**src/rtl/data_cache_ctrl_pkg.sv**
```systemverilog
// Shared definitions for the direct-mapped data cache controller: address field
// widths, line geometry and the controller state encoding.
package data_cache_ctrl_pkg;

   localparam int unsigned AddrW        = 16;
   localparam int unsigned WordW        = 16;
   localparam int unsigned WordsPerLine = 4;
   localparam int unsigned OffsetW      = 2;
   localparam int unsigned LineW        = WordsPerLine * WordW;  // 64
   localparam int unsigned LineAddrW    = AddrW - OffsetW;       // 14

   typedef enum logic [1:0] {
      StIdle   = 2'd0,
      StWrback = 2'd1,
      StFill   = 2'd2
   } cache_state_e;

   // Index width for a cache of 'lines' direct-mapped lines.
   function automatic int unsigned index_width(input int unsigned lines);
      return $clog2(lines);
   endfunction

   // Tag width: whatever address bits remain above index and offset.
   function automatic int unsigned tag_width(input int unsigned lines);
      return AddrW - OffsetW - $clog2(lines);
   endfunction

endpackage

```
**src/rtl/cache_array.sv**
```systemverilog
// Tag, valid, dirty and data storage for the direct-mapped cache. One read port
// and one write port that either loads a whole line (fill) or a single word (store).
module cache_array
   import data_cache_ctrl_pkg::*;
#(
   parameter int unsigned LINES = 8,
   parameter int unsigned IdxW  = 3,
   parameter int unsigned TagW  = 11
) (
   input  logic               clk,
   input  logic               rst_n,
   input  logic [IdxW-1:0]    idx_i,
   input  logic               line_we_i,
   input  logic [TagW-1:0]    line_tag_i,
   input  logic [LineW-1:0]   line_data_i,
   input  logic               word_we_i,
   input  logic [OffsetW-1:0] word_off_i,
   input  logic [WordW-1:0]   word_data_i,
   output logic               valid_o,
   output logic               dirty_o,
   output logic [TagW-1:0]    tag_o,
   output logic [LineW-1:0]   line_o
);

   logic [LINES-1:0] valid_q;
   logic [LINES-1:0] dirty_q;
   logic [TagW-1:0]  tag_q  [LINES];
   logic [LineW-1:0] data_q [LINES];

   // Status bits: cleared by reset, set by a fill, dirtied by a store.
   always_ff @(posedge clk or negedge rst_n) begin
      if (!rst_n) begin
         valid_q <= '0;
         dirty_q <= '0;
      end else if (line_we_i) begin
         valid_q[idx_i] <= 1'b1;
         dirty_q[idx_i] <= 1'b0;
      end else if (word_we_i) begin
         dirty_q[idx_i] <= 1'b1;
      end
   end

   // Tag and data storage carry no reset; valid_q guards their contents.
   always_ff @(posedge clk) begin
      if (line_we_i) begin
         tag_q[idx_i]  <= line_tag_i;
         data_q[idx_i] <= line_data_i;
      end else if (word_we_i) begin
         data_q[idx_i][{word_off_i, 4'h0} +: WordW] <= word_data_i;
      end
   end

   assign valid_o = valid_q[idx_i];
   assign dirty_o = dirty_q[idx_i];
   assign tag_o   = tag_q[idx_i];
   assign line_o  = data_q[idx_i];

endmodule

```
**src/rtl/data_cache_ctrl.sv**
```systemverilog
// Direct-mapped, write-back, write-allocate data cache controller for the MEM
// stage. Hits complete in the request cycle; misses stall the pipeline while the
// victim is written back (if dirty) and the line is refilled, then the frozen
// request replays and hits.
module data_cache_ctrl
   import data_cache_ctrl_pkg::*;
#(
   parameter int unsigned LINES              = 8,
   parameter int unsigned MEM_WORDS_PER_LINE = 4
) (
   input  logic                 clk,
   input  logic                 rst_n,
   input  logic [AddrW-1:0]     addr,
   input  logic [WordW-1:0]     wrData,
   input  logic                 memRd,
   input  logic                 memWr,
   output logic [WordW-1:0]     rdData,
   output logic                 stall,
   output logic [LineAddrW-1:0] m_addr,
   output logic [LineW-1:0]     m_wrData,
   output logic                 m_re,
   output logic                 m_we,
   input  logic [LineW-1:0]     m_rdData,
   input  logic                 m_rdy
);

   localparam int unsigned IdxW = index_width(LINES);
   localparam int unsigned TagW = tag_width(LINES);

   if (MEM_WORDS_PER_LINE != WordsPerLine) begin : g_bad_line_size
      $error("data_cache_ctrl supports only 4 words per line");
   end

   logic [OffsetW-1:0] offset;
   logic [IdxW-1:0]    index;
   logic [TagW-1:0]    tag;

   assign offset = addr[OffsetW-1:0];
   assign index  = addr[OffsetW +: IdxW];
   assign tag    = addr[AddrW-1 -: TagW];

   logic             arr_valid;
   logic             arr_dirty;
   logic [TagW-1:0]  arr_tag;
   logic [LineW-1:0] arr_line;

   cache_state_e         state_q;
   logic                 m_re_q;
   logic                 m_we_q;
   logic [LineAddrW-1:0] m_addr_q;
   logic [LineW-1:0]     m_wrdata_q;

   logic             req;
   logic             hit;
   logic [WordW-1:0] hit_word;
   logic             line_we;
   logic             word_we;

   // Hit detection and the word selected by the offset.
   always_comb begin
      req      = memRd | memWr;
      hit      = req & arr_valid & (arr_tag == tag);
      hit_word = arr_line[{offset, 4'h0} +: WordW];
   end

   // Array write enables: a fill completes on m_rdy, a store writes on a hit in idle.
   always_comb begin
      line_we = (state_q == StFill) & m_rdy;
      word_we = (state_q == StIdle) & memWr & hit;
   end

   // Pipeline-facing outputs; rst_n gating keeps stall low while reset is held.
   always_comb begin
      stall  = 1'b0;
      rdData = '0;
      if (rst_n) begin
         if (state_q == StIdle) begin
            stall = req & ~hit;
            if (memRd && hit) begin
               rdData = hit_word;
            end
         end else begin
            stall = 1'b1;
         end
      end
   end

   // Miss-handling FSM with registered memory-side outputs.
   always_ff @(posedge clk or negedge rst_n) begin
      if (!rst_n) begin
         state_q    <= StIdle;
         m_re_q     <= 1'b0;
         m_we_q     <= 1'b0;
         m_addr_q   <= '0;
         m_wrdata_q <= '0;
      end else begin
         unique case (state_q)
            StIdle: begin
               // m_rdy arriving here belongs to no transfer and is ignored.
               if (req && !hit) begin
                  if (arr_valid && arr_dirty) begin
                     state_q    <= StWrback;
                     m_we_q     <= 1'b1;
                     m_addr_q   <= {arr_tag, index};
                     m_wrdata_q <= arr_line;
                  end else begin
                     state_q  <= StFill;
                     m_re_q   <= 1'b1;
                     m_addr_q <= addr[AddrW-1:OffsetW];
                  end
               end
            end
            StWrback: begin
               if (m_rdy) begin
                  state_q    <= StFill;
                  m_we_q     <= 1'b0;
                  m_re_q     <= 1'b1;
                  m_addr_q   <= addr[AddrW-1:OffsetW];
                  m_wrdata_q <= '0;
               end
            end
            StFill: begin
               if (m_rdy) begin
                  state_q  <= StIdle;
                  m_re_q   <= 1'b0;
                  m_addr_q <= '0;
               end
            end
            default: begin
               state_q <= StIdle;
               m_re_q  <= 1'b0;
               m_we_q  <= 1'b0;
            end
         endcase
      end
   end

   assign m_re     = m_re_q;
   assign m_we     = m_we_q;
   assign m_addr   = m_addr_q;
   assign m_wrData = m_wrdata_q;

   cache_array #(
      .LINES (LINES),
      .IdxW  (IdxW),
      .TagW  (TagW)
   ) u_cache_array (
      .clk         (clk),
      .rst_n       (rst_n),
      .idx_i       (index),
      .line_we_i   (line_we),
      .line_tag_i  (tag),
      .line_data_i (m_rdData),
      .word_we_i   (word_we),
      .word_off_i  (offset),
      .word_data_i (wrData),
      .valid_o     (arr_valid),
      .dirty_o     (arr_dirty),
      .tag_o       (arr_tag),
      .line_o      (arr_line)
   );

endmodule

```
**config.mk**
```make
export PLATFORM = sky130hd
export DESIGN_NAME = data_cache_ctrl
export DESIGN_NICKNAME = d
export VERILOG_FILES = /design/src/rtl/data_cache_ctrl_pkg.sv /design/src/rtl/cache_array.sv /design/src/rtl/data_cache_ctrl.sv
export SDC_FILE = /design/constraint.sdc
export NUM_CORES = 1
export LEC_CHECK = 0
export CAP_MARGIN = 5
export CORE_UTILIZATION = 60
export DETAILED_ROUTE_END_ITERATION = 16
export GPL_TIMING_DRIVEN = 0
export PLACE_DENSITY = 0.81
export REMOVE_ABC_BUFFERS = 1
export SYNTH_ARGS = -nofsm -noshare
export SYNTH_HDL_FRONTEND = slang
export SYNTH_HIERARCHICAL = 1
export SYNTH_SLANG_ARGS = --single-unit
```
**constraint.sdc**
```tcl
create_clock -name clk -period 8.6 [get_ports clk]
set_input_delay 1.72 -clock clk [delete_from_list [all_inputs] [get_ports clk]]
set_output_delay 1.72 -clock clk [all_outputs]
set_load 0.02 [all_outputs]
```
==> key figures <==
Outcome
  • Outcome: complete, no violations

Placement
  • Post-Place Setup Slack: -19.4 ps
  • DP Cell Count: 2206
  • Global placement routability congestion: 0.858
  • Count of input and output buffers: 197
  • DPL Wire Length: 47200 um
  • DP Area: 0.0313 mm2

Finish
  • Design Area, Final: 0.0337 mm2
  • Finished Layout Cells: 2346
  • Area Growth Syn to Fin: 19.3%
  • Layout cells sized above 1: 26.7%
  • Nets: 1788
  • Fillers: 2558
  • Util after Layout: 72.5%

Synthesis
  • Cell area after synthesis: 0.0282 mm2
  • Seq/Total Area, Yosys: 72.5%
  • Complex-gate fraction of the synthesized area: 4.51%
  • Post-synth top cells: edfxtp_1 (600), mux4_2 (170), dfrtp_1 (98)
  • Post-synthesis mux area share: 16.7%
  • Main combinational cell family by area after synthesis: multiplexers
  • Synth area leaders: edfxtp_1 (64%), mux4_2 (14%), dfrtp_1 (8.7%)
  • Post-Syn Area per Cell: 19.6 um2
  • Post-synthesis cell type count: 44
  • Post-synth top area share: 63.8%
  • Asr flop ratio synth: 14.0%
  • Warnings, synthesis: 6
  • Cell with the most instances after synthesis: edfxtp_1
  • Simple-Gate Fraction of Synth Area: 3.59%
  • EDFF count, synth: 600
  • Largest area contributor in the netlist: edfxtp_1
  • Main synth FF type: edfxtp_1
  • Xor and xnor area share after synthesis: 0.341%
  • Register bit total from synthesis: 698
  • Cells after Synth: 1444
  • Area share of fa/ha/maj cells after synthesis: 0.399%

Floorplanning
  • FP Rows: 79
  • DIE AREA: 0.0479 mm2
  • Die height: 219 um
  • Initial Util: 60.8%
  • Die W: 219 um
  • Core area: 0.0465 mm2
  • I/O pins: 198

Pwr
  • PwrDens: 232 mW/mm2
  • Net switching power: 1.86 mW
  • Int Pwr: 5.97 mW
  • Pwr Total: 7.83 mW
  • Clock share of power: 38.5%
  • Combinational Power Share: 11.8%
  • LEAKAGE: 11.4 nW
  • Sw Share: 23.8%
  • Flop pwr share: 49.7%
  • VDD IR-drop max: 0.201 mV

Clock tree
  • CTS Hold Bufs: 0
  • Worst-path clk slew: 50 ps
  • CTS Root Cell: clkbuf_16
  • CTS tree: built
  • Worst-skew pair later-pin latency: 600 ps
  • Postcts setup bufs: 0
  • Num CTS Buffers: 69
  • Clock Path Buffers: 3
  • Sinks on Clock Net: 698
  • H-Tree Level Count: 3

Routing
  • WL/cell: 31.7 um
  • Drt total wl: 74400 um
  • DRT antenna net count: 0
  • Vias: 15900
  • DRC violations left: 0
  • DRT iter0 DRCs: 1944
  • Drt first pass iters: 6
  • Via/cell ratio: 6.80

Global route
  • Global-route wire length before repair: 107000 um
  • GR Overflow Total: 0
  • GRT Total Usage: 31.8%
  • Largest net degree at the start of global routing: 109
  • Initial antenna violation count: 8
  • Vias in the first global route: 15900

Setup path
  • Reg2reg path depth: 9
  • CP max FO: 73
  • Startpoint Class: input port
  • Worst r2r src: u_cache_array/tag_q[2][3]$_DFFE_PP_
  • Worst EP required: 6880 ps
  • Critical Path Sink: rdData[9]
  • CP arrival: 6470 ps
  • Crit end category: output port
  • Setup Crit Path Kind: in2out
  • Setup crit start: addr[2]
  • Worst R2R End: u_cache_array/data_q[0][33]$_DFFE_PP_
  • Worst R2R Setup Slack: 2290 ps

Timing
  • Period utilisation layout: 95.2%
  • Final hold violations: 0
  • Actual slew at the worst max-slew pin: 1380 ps
  • Setup ws final: 410 ps
  • Setup Skew: 25.7 ps
  • Slew margin rel.: 7.59%
  • Final setup TNS: 0 ps
  • Worst hold slack: 468 ps
  • Max-slew violations: 0
  • Final Setup Violations: 0
  • Final Critical Period: 8190 ps
  • RSZ-0062 raised after global routing: no
  • Fmax: 122 MHz

Worst hold path
  • HP Class: reg2reg

Run
  • MaxCap Viol Count: 0
-- critical path, cell delays in order --
cell             delay (ps)
buf_8                   360
buf_16                  440
mux4_2                  580
mux2_2                  300
xor2_1                  170
nor4_1                  570
and3_1                  460
nand3_2                 530
nor2b_1                 490
clkdlybuf4s50_1         680
-- per-layer routing --
layer	part of all wire (%)	track usage [%]	vias to the layer above
met3	10	7.64	239
met2	48	50.3	1165
met1	35	41.5	8172
li1	-	-	6365
met4	5.7	16.9	6
met5	0.059	0	-
-- timing repair --
| item | CTS | global route |
|---|---|---|
| setup endpoints to repair | 1 | 0 |
| hold endpoints to repair | 0 | 0 |
| gates resized for setup | 1 | 0 |
-- logic make-up after synthesis --
group,count (synthesis)
compound gates,173
xor+xnor,11
fa+ha+maj,9
buf+inv,99
flops,698
mux,250
simple gates,204
-- final cells by class --
class	count	area, um2	area share (%)
flip-flops and latches	698	20500	60.7
multi-input cells	647	7380	21.9
repair buffers	253	2790	8.27
clock buffers	91	1870	5.55
well taps	607	759	2.25
clock inverters	35	387	1.15
inverters	9	33.8	0.100
diodes	6	15.0	0.0446
-- power groups by stage --
stage | combinational (mW) | sequential [mW] | clock [mW]
3_3_place_gp | 0.903 | 3.95 | 0
3_5_place_dp | 0.901 | 3.96 | 0
2_1_floorplan | 0.409 | 3.99 | 0
6_report | 0.928 | 3.89 | 3.01
5_1_grt | 0.972 | 3.90 | 3.17
4_1_cts | 0.916 | 3.89 | 3.04
-- cells in the final DEF (no fill, tap or decap), types with 24 or more instances in the layout --
master	netlist	routed
dfrtp_1	98	98
o21ai_0	32	32
nor2_1	49	29
buf_8	0	24
buf_6	21	24
nand2_1	72	72
clkbuf_16	0	70
a22o_1	96	96
clkdlybuf4s50_1	0	192
a21oi_1	27	27
mux4_2	170	170
mux2_2	78	78
edfxtp_1	600	600
-- how the worst min path moves through the flow --
stage                                               from                                    to  cells past startpoint
floorplan           u_cache_array/valid_q[0]$_DFFE_PN0P_  u_cache_array/valid_q[0]$_DFFE_PN0P_                      1
global placement    u_cache_array/valid_q[0]$_DFFE_PN0P_  u_cache_array/valid_q[0]$_DFFE_PN0P_                      1
detailed placement  u_cache_array/valid_q[7]$_DFFE_PN0P_  u_cache_array/valid_q[7]$_DFFE_PN0P_                      1
CTS                 u_cache_array/valid_q[0]$_DFFE_PN0P_  u_cache_array/valid_q[0]$_DFFE_PN0P_                      1
global route        u_cache_array/valid_q[4]$_DFFE_PN0P_  u_cache_array/valid_q[4]$_DFFE_PN0P_                      1
finish              u_cache_array/valid_q[0]$_DFFE_PN0P_  u_cache_array/valid_q[0]$_DFFE_PN0P_                      1
-- registers in the layout, indices dropped and copies added, names as in the netlist, named ones only --
name,flops
m_wrData,64
u_cache_array/valid_q,8
u_cache_array/tag_q,88
m_re,1
m_addr,14
u_cache_array/data_q,512
state_q,2
m_we,1
(Power assumes the default switching activity.)
